## config.mk

```make
export PLATFORM = sky130hd
export DESIGN_NAME = softmax_out_writer
export DESIGN_NICKNAME = d
export VERILOG_FILES = /design/src/rtl/softmax_out_writer_pkg.sv /design/src/rtl/softmax_out_writer_sync_fifo.sv /design/src/rtl/softmax_out_writer.sv
export SDC_FILE = /design/constraint.sdc
export NUM_CORES = 1
export LEC_CHECK = 0
export CORE_ASPECT_RATIO = 1.2
export CORE_MARGIN = 2
export CORE_UTILIZATION = 64
export CTS_BUF_LIST = sky130_fd_sc_hd__clkbuf_4
export CTS_CLUSTER_DIAMETER = 40
export DETAILED_ROUTE_END_ITERATION = 16
export PLACE_DENSITY = 0.88
export SYNTH_ARGS = -nofsm -noshare
export SYNTH_HDL_FRONTEND = slang
export SYNTH_SLANG_ARGS = --single-unit
```

## constraint.sdc

```tcl
create_clock -name clk -period 7.4 [get_ports clk]
set_input_delay 1.85 -clock clk [delete_from_list [all_inputs] [get_ports clk]]
set_output_delay 1.85 -clock clk [all_outputs]
set_load 0.005 [all_outputs]
```

## src/rtl/softmax_out_writer_pkg.sv

```systemverilog
// ---------------------------------------------------------------------------
// softmax_out_writer_pkg
// Shared definitions for the softmax write-back path:
//   - default widths, shared with the softmax top level
//   - write-back FSM state encoding (IDLE / RUN / DRAIN)
//   - packed memory word type at the default widths
// ---------------------------------------------------------------------------
package softmax_out_writer_pkg;

    localparam int DATAWIDTH_DEF  = 16;
    localparam int NUM_DEF        = 4;
    localparam int ADDRSIZE_DEF   = 8;
    localparam int FIFO_DEPTH_DEF = 4;

    typedef enum logic [1:0] {
        ST_IDLE  = 2'd0,
        ST_RUN   = 2'd1,
        ST_DRAIN = 2'd2
    } wr_state_e;

    // Lane 0 sits in the least significant DATAWIDTH bits.
    typedef logic [DATAWIDTH_DEF*NUM_DEF-1:0] word_t;

endpackage

```

## src/rtl/softmax_out_writer_sync_fifo.sv

```systemverilog
// ---------------------------------------------------------------------------
// sync_fifo
// Single-clock FIFO with synchronous flush.
// Ports:
//   clk, reset (sync, active-high), flush (sync, empties the FIFO)
//   push/wdata : write one entry; accepted when not full or popping this cycle
//   pop        : remove the head entry (ignored when empty)
//   rdata      : head entry; rdata_next : entry behind the head
//   count/full/empty : occupancy status
// ---------------------------------------------------------------------------
module sync_fifo #(
    parameter int WIDTH = 64,
    parameter int DEPTH = 4
) (
    input  logic                     clk,
    input  logic                     reset,
    input  logic                     flush,
    input  logic                     push,
    input  logic                     pop,
    input  logic [WIDTH-1:0]         wdata,
    output logic [WIDTH-1:0]         rdata,
    output logic [WIDTH-1:0]         rdata_next,
    output logic [$clog2(DEPTH):0]   count,
    output logic                     full,
    output logic                     empty
);

    localparam int AW = $clog2(DEPTH);
    localparam int CW = AW + 1;

    logic [WIDTH-1:0] mem_q [DEPTH];
    logic [WIDTH-1:0] mem_d [DEPTH];
    logic [AW-1:0]    wr_ptr_q, wr_ptr_d;
    logic [AW-1:0]    rd_ptr_q, rd_ptr_d;
    logic [CW-1:0]    count_q, count_d;
    logic             push_ok_s;
    logic             pop_ok_s;

    assign full       = (count_q == CW'(DEPTH));
    assign empty      = (count_q == {CW{1'b0}});
    assign count      = count_q;
    assign rdata      = mem_q[rd_ptr_q];
    assign rdata_next = mem_q[rd_ptr_q + AW'(1)];

    // A push into a full FIFO is only taken when the head leaves in the same cycle.
    assign pop_ok_s  = pop && !empty;
    assign push_ok_s = push && (!full || pop_ok_s);

    // Next-state for storage, pointers and occupancy.
    always_comb begin
        mem_d    = mem_q;
        wr_ptr_d = wr_ptr_q;
        rd_ptr_d = rd_ptr_q;
        count_d  = count_q;
        if (flush) begin
            wr_ptr_d = {AW{1'b0}};
            rd_ptr_d = {AW{1'b0}};
            count_d  = {CW{1'b0}};
        end else begin
            if (push_ok_s) begin
                mem_d[wr_ptr_q] = wdata;
                wr_ptr_d        = wr_ptr_q + AW'(1);
            end else begin
                wr_ptr_d = wr_ptr_q;
            end
            if (pop_ok_s) begin
                rd_ptr_d = rd_ptr_q + AW'(1);
            end else begin
                rd_ptr_d = rd_ptr_q;
            end
            case ({push_ok_s, pop_ok_s})
                2'b10:   count_d = count_q + CW'(1);
                2'b01:   count_d = count_q - CW'(1);
                default: count_d = count_q;
            endcase
        end
    end

    // FIFO state registers.
    always_ff @(posedge clk) begin
        if (reset) begin
            for (int i = 0; i < DEPTH; i++) begin
                mem_q[i] <= {WIDTH{1'b0}};
            end
            wr_ptr_q <= {AW{1'b0}};
            rd_ptr_q <= {AW{1'b0}};
            count_q  <= {CW{1'b0}};
        end else begin
            mem_q    <= mem_d;
            wr_ptr_q <= wr_ptr_d;
            rd_ptr_q <= rd_ptr_d;
            count_q  <= count_d;
        end
    end

endmodule

```

## src/rtl/softmax_out_writer.sv

```systemverilog
// ---------------------------------------------------------------------------
// softmax_out_writer
// Write-back stage for the softmax engine: packs four result lanes into one
// word, buffers them, and writes consecutive memory addresses.
// Ports:
//   clk, reset (sync, active-high)
//   init, out_base_addr, num_words : start a run at a base address
//   in_valid, in_data0..3          : result lanes from the engine (no backpressure)
//   wr_en, wr_addr, wr_data, wr_ready : memory write port (held until wr_ready)
//   busy, complete, overflow       : run status; overflow is sticky per run
// The write register always mirrors the FIFO head, so the presented word is
// one of the FIFO_DEPTH buffered entries rather than an extra slot.
// ---------------------------------------------------------------------------
module softmax_out_writer
    import softmax_out_writer_pkg::*;
#(
    parameter int DATAWIDTH  = DATAWIDTH_DEF,
    parameter int NUM        = NUM_DEF,
    parameter int ADDRSIZE   = ADDRSIZE_DEF,
    parameter int FIFO_DEPTH = FIFO_DEPTH_DEF
) (
    input  logic                      clk,
    input  logic                      reset,
    input  logic                      init,
    input  logic [ADDRSIZE-1:0]       out_base_addr,
    input  logic [ADDRSIZE-1:0]       num_words,
    input  logic                      in_valid,
    input  logic [DATAWIDTH-1:0]      in_data0,
    input  logic [DATAWIDTH-1:0]      in_data1,
    input  logic [DATAWIDTH-1:0]      in_data2,
    input  logic [DATAWIDTH-1:0]      in_data3,
    output logic                      wr_en,
    output logic [ADDRSIZE-1:0]       wr_addr,
    output logic [DATAWIDTH*NUM-1:0]  wr_data,
    input  logic                      wr_ready,
    output logic                      busy,
    output logic                      complete,
    output logic                      overflow
);

    localparam int WW = DATAWIDTH * NUM;
    localparam int CW = $clog2(FIFO_DEPTH) + 1;

    wr_state_e           state_q, state_d;
    logic [ADDRSIZE-1:0] num_q, num_d;
    logic [ADDRSIZE-1:0] acc_q, acc_d;
    logic                wr_en_q, wr_en_d;
    logic [ADDRSIZE-1:0] wr_addr_q, wr_addr_d;
    logic [WW-1:0]       wr_data_q, wr_data_d;
    logic                busy_q, busy_d;
    logic                complete_q, complete_d;
    logic                overflow_q, overflow_d;

    logic [WW-1:0]       in_word_s;
    logic                push_req_s;
    logic                push_ok_s;
    logic                drop_s;
    logic                pop_s;
    logic [WW-1:0]       fifo_rdata_s;
    logic [WW-1:0]       fifo_rdata_next_s;
    logic [CW-1:0]       fifo_count_s;
    logic                fifo_full_s;
    logic                fifo_empty_s;

    assign in_word_s = {in_data3, in_data2, in_data1, in_data0};

    // init takes priority: a word arriving alongside it belongs to no run.
    assign push_req_s = (state_q == ST_RUN) && !init && in_valid && (acc_q < num_q);
    assign pop_s      = wr_en_q && wr_ready;
    assign push_ok_s  = push_req_s && (!fifo_full_s || pop_s);
    assign drop_s     = push_req_s && fifo_full_s && !pop_s;

    sync_fifo #(
        .WIDTH (WW),
        .DEPTH (FIFO_DEPTH)
    ) u_fifo (
        .clk        (clk),
        .reset      (reset),
        .flush      (init),
        .push       (push_ok_s),
        .pop        (pop_s),
        .wdata      (in_word_s),
        .rdata      (fifo_rdata_s),
        .rdata_next (fifo_rdata_next_s),
        .count      (fifo_count_s),
        .full       (fifo_full_s),
        .empty      (fifo_empty_s)
    );

    // Next-state for the FSM, counters, write register and status flags.
    always_comb begin
        state_d    = state_q;
        num_d      = num_q;
        acc_d      = acc_q;
        wr_en_d    = wr_en_q;
        wr_addr_d  = wr_addr_q;
        wr_data_d  = wr_data_q;
        busy_d     = busy_q;
        complete_d = 1'b0;
        overflow_d = overflow_q;
        if (init) begin
            num_d      = num_words;
            acc_d      = {ADDRSIZE{1'b0}};
            wr_addr_d  = out_base_addr;
            wr_en_d    = 1'b0;
            overflow_d = 1'b0;
            if (num_words == {ADDRSIZE{1'b0}}) begin
                state_d    = ST_IDLE;
                busy_d     = 1'b0;
                complete_d = 1'b1;
            end else begin
                state_d = ST_RUN;
                busy_d  = 1'b1;
            end
        end else begin
            if (pop_s) begin
                wr_addr_d = wr_addr_q + ADDRSIZE'(1);
            end else begin
                wr_addr_d = wr_addr_q;
            end
            // Dropped words still count so a stalled run can terminate.
            if (push_req_s) begin
                acc_d = acc_q + ADDRSIZE'(1);
            end else begin
                acc_d = acc_q;
            end
            if (drop_s) begin
                overflow_d = 1'b1;
            end else begin
                overflow_d = overflow_q;
            end
            // Present the FIFO head as it will be after this cycle's push/pop.
            if (pop_s) begin
                if (fifo_count_s > CW'(1)) begin
                    wr_en_d   = 1'b1;
                    wr_data_d = fifo_rdata_next_s;
                end else if (push_ok_s) begin
                    wr_en_d   = 1'b1;
                    wr_data_d = in_word_s;
                end else begin
                    wr_en_d   = 1'b0;
                    wr_data_d = wr_data_q;
                end
            end else if (fifo_empty_s) begin
                if (push_ok_s) begin
                    wr_en_d   = 1'b1;
                    wr_data_d = in_word_s;
                end else begin
                    wr_en_d   = 1'b0;
                    wr_data_d = wr_data_q;
                end
            end else begin
                wr_en_d   = 1'b1;
                wr_data_d = fifo_rdata_s;
            end
            case (state_q)
                ST_IDLE: begin
                    state_d = ST_IDLE;
                end
                ST_RUN: begin
                    if (push_req_s && (acc_d == num_q)) begin
                        state_d = ST_DRAIN;
                    end else begin
                        state_d = ST_RUN;
                    end
                end
                ST_DRAIN: begin
                    if (fifo_empty_s || ((fifo_count_s == CW'(1)) && pop_s)) begin
                        state_d    = ST_IDLE;
                        busy_d     = 1'b0;
                        complete_d = 1'b1;
                    end else begin
                        state_d = ST_DRAIN;
                    end
                end
                default: begin
                    state_d = ST_IDLE;
                    busy_d  = 1'b0;
                end
            endcase
        end
    end

    // Control and output registers.
    always_ff @(posedge clk) begin
        if (reset) begin
            state_q    <= ST_IDLE;
            num_q      <= {ADDRSIZE{1'b0}};
            acc_q      <= {ADDRSIZE{1'b0}};
            wr_en_q    <= 1'b0;
            wr_addr_q  <= {ADDRSIZE{1'b0}};
            wr_data_q  <= {WW{1'b0}};
            busy_q     <= 1'b0;
            complete_q <= 1'b0;
            overflow_q <= 1'b0;
        end else begin
            state_q    <= state_d;
            num_q      <= num_d;
            acc_q      <= acc_d;
            wr_en_q    <= wr_en_d;
            wr_addr_q  <= wr_addr_d;
            wr_data_q  <= wr_data_d;
            busy_q     <= busy_d;
            complete_q <= complete_d;
            overflow_q <= overflow_d;
        end
    end

    assign wr_en    = wr_en_q;
    assign wr_addr  = wr_addr_q;
    assign wr_data  = wr_data_q;
    assign busy     = busy_q;
    assign complete = complete_q;
    assign overflow = overflow_q;

endmodule

```

# Word level (Yosys, flattened, before mapping)
# Cells that the tools add are included.
[word_totals]
register_bits = 357
latch_bits = 0
ram_bits = 0
romBits = 0
input_bits = 85
output_inout_bits = 76
word_cells = 104
mem_count = 0
[classes]
add_sub_neg = 6
n_mul = 0
div_mod_pow = 0
n_lt_le_gt_ge = 6
n_eq_ne = 9
shift = 0
muxes = 35
bitwise_logic = 4
reduce_logical = 28
[ops]
columns = ["cell", "n"]
rows = [
  ["$mux 64", 9],
  ["$bmux 64 s2", 2],
  ["$bwmux 256", 1],
  ["$demux 64 s2", 1],
  ["$mux 8", 4],
  ["$add 8x1->8 const B", 2],
  ["$logic_and 1x1->1", 12],
  ["$mux 1", 12],
  ["$ge 3x3->1 const B", 3],
  ["$not 2->3", 3],
  ["$eq 8x8->1", 1],
  ["$logic_not 8->1", 1],
  ["$lt 8x8->1", 1],
  ["$mux 2", 3],
  ["$pmux 3 s2", 1],
  ["$add 2x1->2 const B", 2],
  ["$eq 2x1->1 const B", 2],
  ["$eq 2x2->1 const B", 2],
  ["$logic_not 1->1", 4],
  ["$pmux 2 s2", 1],
  ["$reduce_and 2->1", 2],
  ["$reduce_bool 2->1", 2],
  ["$reduce_or 2->1", 2],
  ["$add 3x1->3 const B", 1],
  ["other kinds (12)", 14],
]

# Longest topological paths before layout
# Gate-level depths: netlist of the first run.
[depth]
depth_word = 11
ltp_mapped = 11
mapped_depth_nobuf = 10

# By module
# Synthesis of the first run repeated with hierarchy kept, for this count alone.
[hier_totals]
hier_cells = 1853
area_unflattened_um2 = 20213.1
[modules_own_cells]
columns = ["module", "instances", "cells_per_inst", "area_each_um2"]
rows = [
  ["sync_fifo", 1, 1109, 13595.5],
  ["softmax_out_writer", 1, 744, 6617.6],
]

# Worst setup path before layout of the first run
# Ideal clock, no wire load.
[synth_path]
kind = "input to register"
from = "in init"
to = "reg wr_data_q[10], in the netlist wr_data[10]"
t_arrival_ns = 3.519
path_slack_ns = 3.822
path_stages = 7
path_buffers = 1
cell_sequence = "nand4bb_1 -> a221o_1 -> a211oi_2 -> inv_2 -> nor4_4 -> buf_6 -> a221o_1"
[synth_via]
elab_chain_len = 8
[synth_rtl]
columns = ["element", "line", "rtl"]
rows = [
  ["start: declaration", "softmax_out_writer.sv:24", "input logic init,"],
  ["$logic_not 1->1", "softmax_out_writer.sv:68", "assign push_req_s = (state_q == ST_RUN) && !init && in_valid && (acc_q < num_q);"],
  ["$logic_and 1x1->1 (3 in series)", "softmax_out_writer.sv:68", ""],
  ["$logic_and 1x1->1", "softmax_out_writer.sv:70", "assign push_ok_s = push_req_s && (!fifo_full_s || pop_s);"],
  ["$mux 64", "--", ""],
  ["$mux 64 (on tied branches)", "--", ""],
  ["$mux 64", "--", ""],
  ["end signal: assignment", "softmax_out_writer.sv:192", "wr_data_q <= {WW{1'b0}};"],
  ["end signal: assignment", "softmax_out_writer.sv:202", "wr_data_q <= wr_data_d;"],
  ["end: declaration", "softmax_out_writer.sv:49", "logic [WW-1:0] wr_data_q, wr_data_d;"],
]
# Several ways; a longest one is shown, not always the timed one.
# A chain may end at the register's enable or synchronous reset.

# Worst setup path after layout of the first run
[layout_path]
from = "in init"
to = "reg wr_data_q[29], in the netlist wr_data[29]"
# The elaborated chain is that of the path after synthesis.

==> impl_metrics.ini, run 1 <==
[timing]
hold_viol = 0
worst-slew-pin-transition_ns = 1.210
period_needed_ns = 4.554
slew_headroom_pct = 19.33
finClkSkew_ns = 0.05927
setup_tns_ns = 0
fmax_mhz = 219.6
finalSetupViolCount = 0
rsz0062_at_grt = false
finalCritPeriodShare_pct = 61.54
drv_slew = 0

[min_path]
holdPathEnd = u_fifo.mem_q[190]
hold_class = register to register
min_from = u_fifo.mem_q[190]
holdPathStages = 2

[global_routing]
overflow = 0
grt_usage_pct = 31.81
antenna_found_initial = 2
grt_start_max_net_pins = 145
grt_pass1_vias = 15285
grt_pass1_wl_um = 71890

[detailed_routing]
drt-pass1-iter-count = 8
ant_nets = 0
routedWlPerCell_um = 17.66
drt_iter0_drc = 1365
routed_wl_um = 44350
vias_per_cell = 6.265
vias = 15737
drc = 0

[die]
die_w_um = 151.2
die_h_um = 180.6
core_area_um2 = 25540
io_pins = 161
dieArea_um2 = 27310
row_count = 64
initial_core_util_pct = 65.14

[power_and_ir_drop]
irDropWorstVdd_v = 0.0001369
power.leakage_nw = 5.886
power_w = 0.003809
powerDensity_nw_per_um2 = 198.1

[cells_and_area]
regArea_um2 = 7154
multiInputGateArea_um2 = 8751
fin_nets = 2233
fin_area_um2 = 19230
stdcell_count = 2512
fillers = 1851
area_delta_synth_final_pct = 15.56
drive_above_1_share_pct = 7.661

[critical_path]
crit_arrival_ns = 5.21
end_kind = register
path_class = primary input to register
rr_startpoint = num_q[6]
path_common_cell = buf_4
worst_path_largest_cell_delay_ns = 0.74
r2r-end = wr_data[29]
startpoint_type = primary input
slowest_stage = a21oi_4
path_cells = clkdlybuf4s50_1 > buf_4 > nand4bb_1 > a221o_1 > a211oi_2 > buf_4 > or3_1 > a21oi_4 > buf_4 > a221o_1
path_max_fanout = 33
worstPathRequired_ns = 8.06
reg2reg_slack_ns = 3.80
reg2reg_depth = 10

[clock_tree]
cts_buffer_depth = 3
cts_buffers = 87
cts_tree = done
cts_resized = 0
post_cts_buffers = 0
cts_hold_buf = 0
insertion_delay_ns = 0.76
clkSinkCount = 357
cts-htree-levels = 3
path_clk_slew_ns = 0.06
clock-root-buffer = clkbuf_4

[place]
place_area_um2 = 18140
place_congestion = 0.8141
portBuffers = 160
placed_cells = 2368
hpwl_um = 25060

[logic_synthesis]
dominantRegCellSynth = dfxtp_1
synth_edf_count = 0
synthCells = 2037
ys_ff_latch = 357
synth-async-reset-ratio_pct = 0
synth.avg_cell_area_um2 = 8.169
syn-num-nets = 2143
yosysWarnings = 0
yosysSeqAreaShare_pct = 42.95
yosysUniqueCellTypes = 44
synth_area_um2 = 16640

[job]
maxCapViolations = 0

[run_status]
outcome = complete, no violations
-- per-layer routing --
| metal | GRT usage [%] | part of all wire [%] |
|---|---|---|
| met5 | 0 | 0 |
| met1 | 38.26 | 38 |
| met4 | 16.37 | 3.7 |
| met3 | 5.494 | 9.0 |
| met2 | 53.95 | 49 |
-- Yosys cell counts, types with 3 or more instances --
cell,count,share of area [%]
nand2_1,532,12
dfxtp_1,357,43
a21oi_1,274,8.2
mux2i_1,205,12
clkbuf_1,135,3.0
nor2_1,109,2.5
o21ai_0,67,2.0
a221o_1,65,3.9
o221ai_1,64,3.4
o22ai_1,64,2.4
buf_2,24,0.72
ha_1,21,1.6
xor2_1,17,0.89
inv_1,15,0.34
buf_1,11,0.25
xnor2_1,11,0.58
and3_1,7,0.26
nand4_1,7,0.26
and2_1,6,0.23
buf_6,6,0.41
nand3_1,6,0.18
a211oi_1,3,0.14
a21o_1,3,0.14
nor2b_1,3,0.11
-- through the flow --
step	setup slack (ns)	hold slack (ns)	utilization, %
final	2.846	0.4542	75.28
after global routing	2.729	0.4677	75.28
after CTS	2.861	0.4532	75.26
after detailed placement	2.099	0.4456	71.00
after global placement	2.154	0.4409	71.00
after floorplan	3.822	0.4357	-
-- critical path: cells and delay by family --
| kind | cells | cell delay, ns |
|---|---|---|
| buf+inv | 4 | 1.49 |
| compound gates | 4 | 1.18 |
| simple gates | 2 | 0.63 |
-- report_power, final --
| part | internal (W) | total (W) | switching (W) | leakage (nW) |
|---|---|---|---|---|
| combinational | 0.0000899 | 0.000218 | 0.000128 | 2.35 |
| clock | 0.000876 | 0.00163 | 0.000755 | 0.650 |
| sequential | 0.00194 | 0.00196 | 0.0000171 | 2.88 |
| total | 0.00291 | 0.00381 | 0.000900 | 5.89 |
-- flip-flops by register name, indices dropped and copies added, names as in the netlist --
name             count
u_fifo.wr_ptr_q      2
wr_en                1
u_fifo.mem_q       256
u_fifo.rd_ptr_q      2
num_q                8
wr_data             64
acc_q                8
overflow             1
u_fifo.count         3
wr_addr              8
busy                 1
state_q              2
complete             1
-- layout by cell type, fill, tap and decap left out, drive strengths merged, types with 2 or more instances in the layout --
cell type / n
clkdlybuf4s50: 159
nor2: 109
bufinv: 3
nand2: 532
nor3: 2
mux2i: 205
inv: 18
dfxtp: 357
xor2: 17
clkbuf: 127
nor2b: 3
a21o: 3
o22ai: 64
or3: 2
and2: 6
o21ai: 68
and3: 7
nand4: 7
nand3: 6
ha: 21
or2: 2
diode: 2
buf: 17
xnor2: 11
a211oi: 4
a21oi: 275
clkinv: 11
o221ai: 64
a221o: 65
o21bai: 2
nor4: 3
-- how the worst max path moves through the flow --
stage | startpoint | to | slack [ns] | depth (start not counted)
final | init | wr_data[29] | 2.85 | 10
after CTS | init | wr_data[28] | 2.86 | 10
after global placement | init | wr_data[31] | 2.15 | 10
after floorplan | init | wr_data[10] | 3.82 | 7
after detailed placement | init | wr_data[29] | 2.10 | 10
after global routing | init | wr_data[42] | 2.73 | 10
-- area by class of cell --
cell class              instances  area share [%]
diodes                          2         0.02602
clock buffers                 126           4.919
clock inverters                16          0.7482
inverters                      16          0.3123
multi-input cells            1488           45.50
flip-flops and latches        357           37.20
well taps                     330           2.147
repair buffers                177           9.141
-- kinds of logic (layout without fill, tap and decap cells) --
kind of cell | Yosys count | count (layout) | synth area share [%]
simple gates | 684 | 684 | 16.17
xor+xnor | 28 | 28 | 1.474
buf+inv | 192 | 335 | 4.782
fa+ha+maj | 21 | 21 | 1.579
mux | 205 | 205 | 12.33
compound gates | 550 | 550 | 20.71
flops | 357 | 357 | 42.95
other cells | 0 | 2 | 0
Note: power is estimated with default switching activity, not from simulation.
==> run 2, diff against run 1 <==
--- a/config.mk
+++ b/config.mk
@@ -7,11 +7,11 @@
 export LEC_CHECK = 0
 export CORE_ASPECT_RATIO = 1.2
 export CORE_MARGIN = 2
-export CORE_UTILIZATION = 64
+export CORE_UTILIZATION = 59
 export CTS_BUF_LIST = sky130_fd_sc_hd__clkbuf_4
 export CTS_CLUSTER_DIAMETER = 40
 export DETAILED_ROUTE_END_ITERATION = 16
-export PLACE_DENSITY = 0.88
+export PLACE_DENSITY = 0.82
 export SYNTH_ARGS = -nofsm -noshare
 export SYNTH_HDL_FRONTEND = slang
 export SYNTH_SLANG_ARGS = --single-unit
==> constraint.sdc (replaced) <==
create_clock -name clk -period 4.3 [get_ports clk]
set_input_delay 1.075 -clock clk [delete_from_list [all_inputs] [get_ports clk]]
set_output_delay 1.075 -clock clk [all_outputs]
set_load 0.005 [all_outputs]
==> run 2 against run 1 <==
  * Die area is 8.3% higher
  * Clock power up 70%
  * Global-route usage fell by 0.68 points
  * Total power grew 72%
  * Critical path type is now register to register
  * Critical endpoint is now wr_data[40]
  * Largest power group unchanged
==> impl_metrics.ini, run 2 (synthesized netlist as in run 1, its figures left out) <==
[run_status]
outcome = complete, no violations

[clock_tree]
post_cts_buffers = 0
clkSinkCount = 357
cts_hold_buf = 0
path_clk_slew_ns = 0.06
cts_tree = done
cts_buffers = 88
clock-root-buffer = clkbuf_4
cts-htree-levels = 3
insertion_delay_ns = 0.77
cts_resized = 0
cts_buffer_depth = 3

[detailed_routing]
vias_per_cell = 6.131
drt_iter0_drc = 1707
ant_nets = 0
drc = 0
drt-pass1-iter-count = 5
vias = 15862
routedWlPerCell_um = 17.99
routed_wl_um = 46550

[cells_and_area]
multiInputGateArea_um2 = 8731
most-common-layout-cells = nand2_1, dfxtp_1, a21oi_1
regArea_um2 = 7154
regMostFlops = u_fifo.mem_q
fillers = 2208
final_common_cell = nand2_1
area_delta_synth_final_pct = 17.16
drive_above_1_share_pct = 8.337
largest_register_ff_count = 256
fin_nets = 2254

[critical_path]
reg2reg_depth = 9
slowest_stage = a21oi_4
reg2reg_slack_ns = 1.23
path_common_cell = and3_1
crit_arrival_ns = 3.74
path_class = register to register
path_max_fanout = 43
rr_startpoint = num_q[6]
worstPathRequired_ns = 4.97
startpoint_type = register
end_kind = register
path_cells = inv_1 > ha_1 > and3_1 > and3_1 > a211oi_2 > or3_1 > a21oi_4 > buf_12 > a221o_1
r2r-end = wr_data[40]
worst_path_largest_cell_delay_ns = 0.65

[timing]
finalCritPeriodShare_pct = 71.42
rsz0062_at_grt = false
setup_tns_ns = 0
drv_slew = 0
slew_headroom_pct = 20.19
finClkSkew_ns = 0.05736
worst-slew-pin-transition_ns = 1.197
finalSetupViolCount = 0
worst_slack_ns = 1.229
hold_viol = 0
period_needed_ns = 3.071
fmax_mhz = 325.6

[global_routing]
overflow = 0
grt_start_max_net_pins = 118
grt_pass1_vias = 15540
antenna_found_initial = 1
grt_usage_pct = 31.13
grt_pass1_wl_um = 75260

[power_and_ir_drop]
net-switching-power_w = 0.001627
p_int_w = 0.004906
clkPwrFrac_pct = 42.4
pwr-share-comb_pct = 5.9
irDropWorstVdd_v = 0.0001970
sequentialPowerShare_pct = 51.6
powerDensity_nw_per_um2 = 335.1
switching_share_pct = 24.91
power.leakage_nw = 5.946

[job]
maxCapViolations = 0

[min_path]
holdPathStages = 2
min_from = u_fifo.mem_q[139]
holdPathEnd = u_fifo.mem_q[139]
hold_class = register to register

[die]
dieArea_um2 = 29570
die_w_um = 157.3
row_count = 67
io_pins = 161
initial_core_util_pct = 59.79
core_area_um2 = 27830
die_h_um = 188.0

[place]
dp_slack_ns = 0.5958
hpwl_um = 26930
portBuffers = 160
place_congestion = 0.8584
run 2: cell types whose count changed in the layout (fill, tap and decap cells not counted):
cell / change
inv_2: -1
clkinv_1: +10
nand2_2: +4
diode_2: -1
clkinv_2: +3
buf_4: +13
bufinv_16: -1
nand2_4: -4
clkinvlp_4: +3
clkbuf_4: -7
buf_12: +7
run 2: worst max path at each step:
stage | startpoint | endpoint | cells past startpoint
after floorplan | init | wr_data[10] | 7
after global placement | wr_ready | wr_data[60] | 8
after detailed placement | wr_ready | wr_data[61] | 8
after CTS | num_q[6] | wr_data[40] | 9
after global routing | num_q[6] | wr_data[62] | 9
final | num_q[6] | wr_data[40] | 9
run 2: worst max-delay path: cells and delay by family, from the launching register on:
| kind | cells | cell delay, ns |
|---|---|---|
| AOI/OAI and AO/OA | 3 | 0.93 |
| adders and majority gates | 1 | 0.31 |
| buffers and inverters | 2 | 0.45 |
| DFF | 1 | 0.46 |
| and+or+nand+nor | 3 | 0.84 |
run 2: layout make-up:
cell class	instances	area share [%]
Clock buffer	119	4.582
Inverter	16	0.3080
Sequential cell	357	36.70
Tap cell	379	2.432
Timing Repair Buffer	197	10.24
Clock inverter	30	0.9498
Antenna cell	1	0.01284
Multi-Input combinational cell	1488	44.78
run 2: metrics by stage:
step / hold slack, ns / total power, W / std cells / util [%] / instance area [um^2]
3_5_place_dp: 0.4460 / 0.003827 / 2437 / 66.17 / 18420
2_1_floorplan: 0.4357 / 0.003613 / 2037 / - / 16640
3_3_place_gp: 0.4408 / 0.003819 / 2437 / 66.17 / 18420
4_1_cts: 0.4548 / 0.006569 / 2586 / 70.04 / 19490
5_1_grt: 0.4688 / 0.006785 / 2587 / 70.05 / 19500
6_report: 0.4549 / 0.006533 / 2587 / 70.05 / 19500
run 2: layer usage:
metal	GRT usage, %	routed length [um]	share of wire, %
met1	37.46	18370	39
met2	52.52	22780	49
met3	6.171	3796	8.2
met4	15.70	1609	3.5
met5	0	0	0
run 2: power by group through the flow:
stage / registers [W] / logic, W / clock network, W
floorplan: 0.00344 / 0.000172 / 0
global placement: 0.00344 / 0.000374 / 0
detailed placement: 0.00345 / 0.000381 / 0
CTS: 0.00337 / 0.000384 / 0.00281
global route: 0.00337 / 0.000416 / 0.00299
finish: 0.00337 / 0.000388 / 0.00277
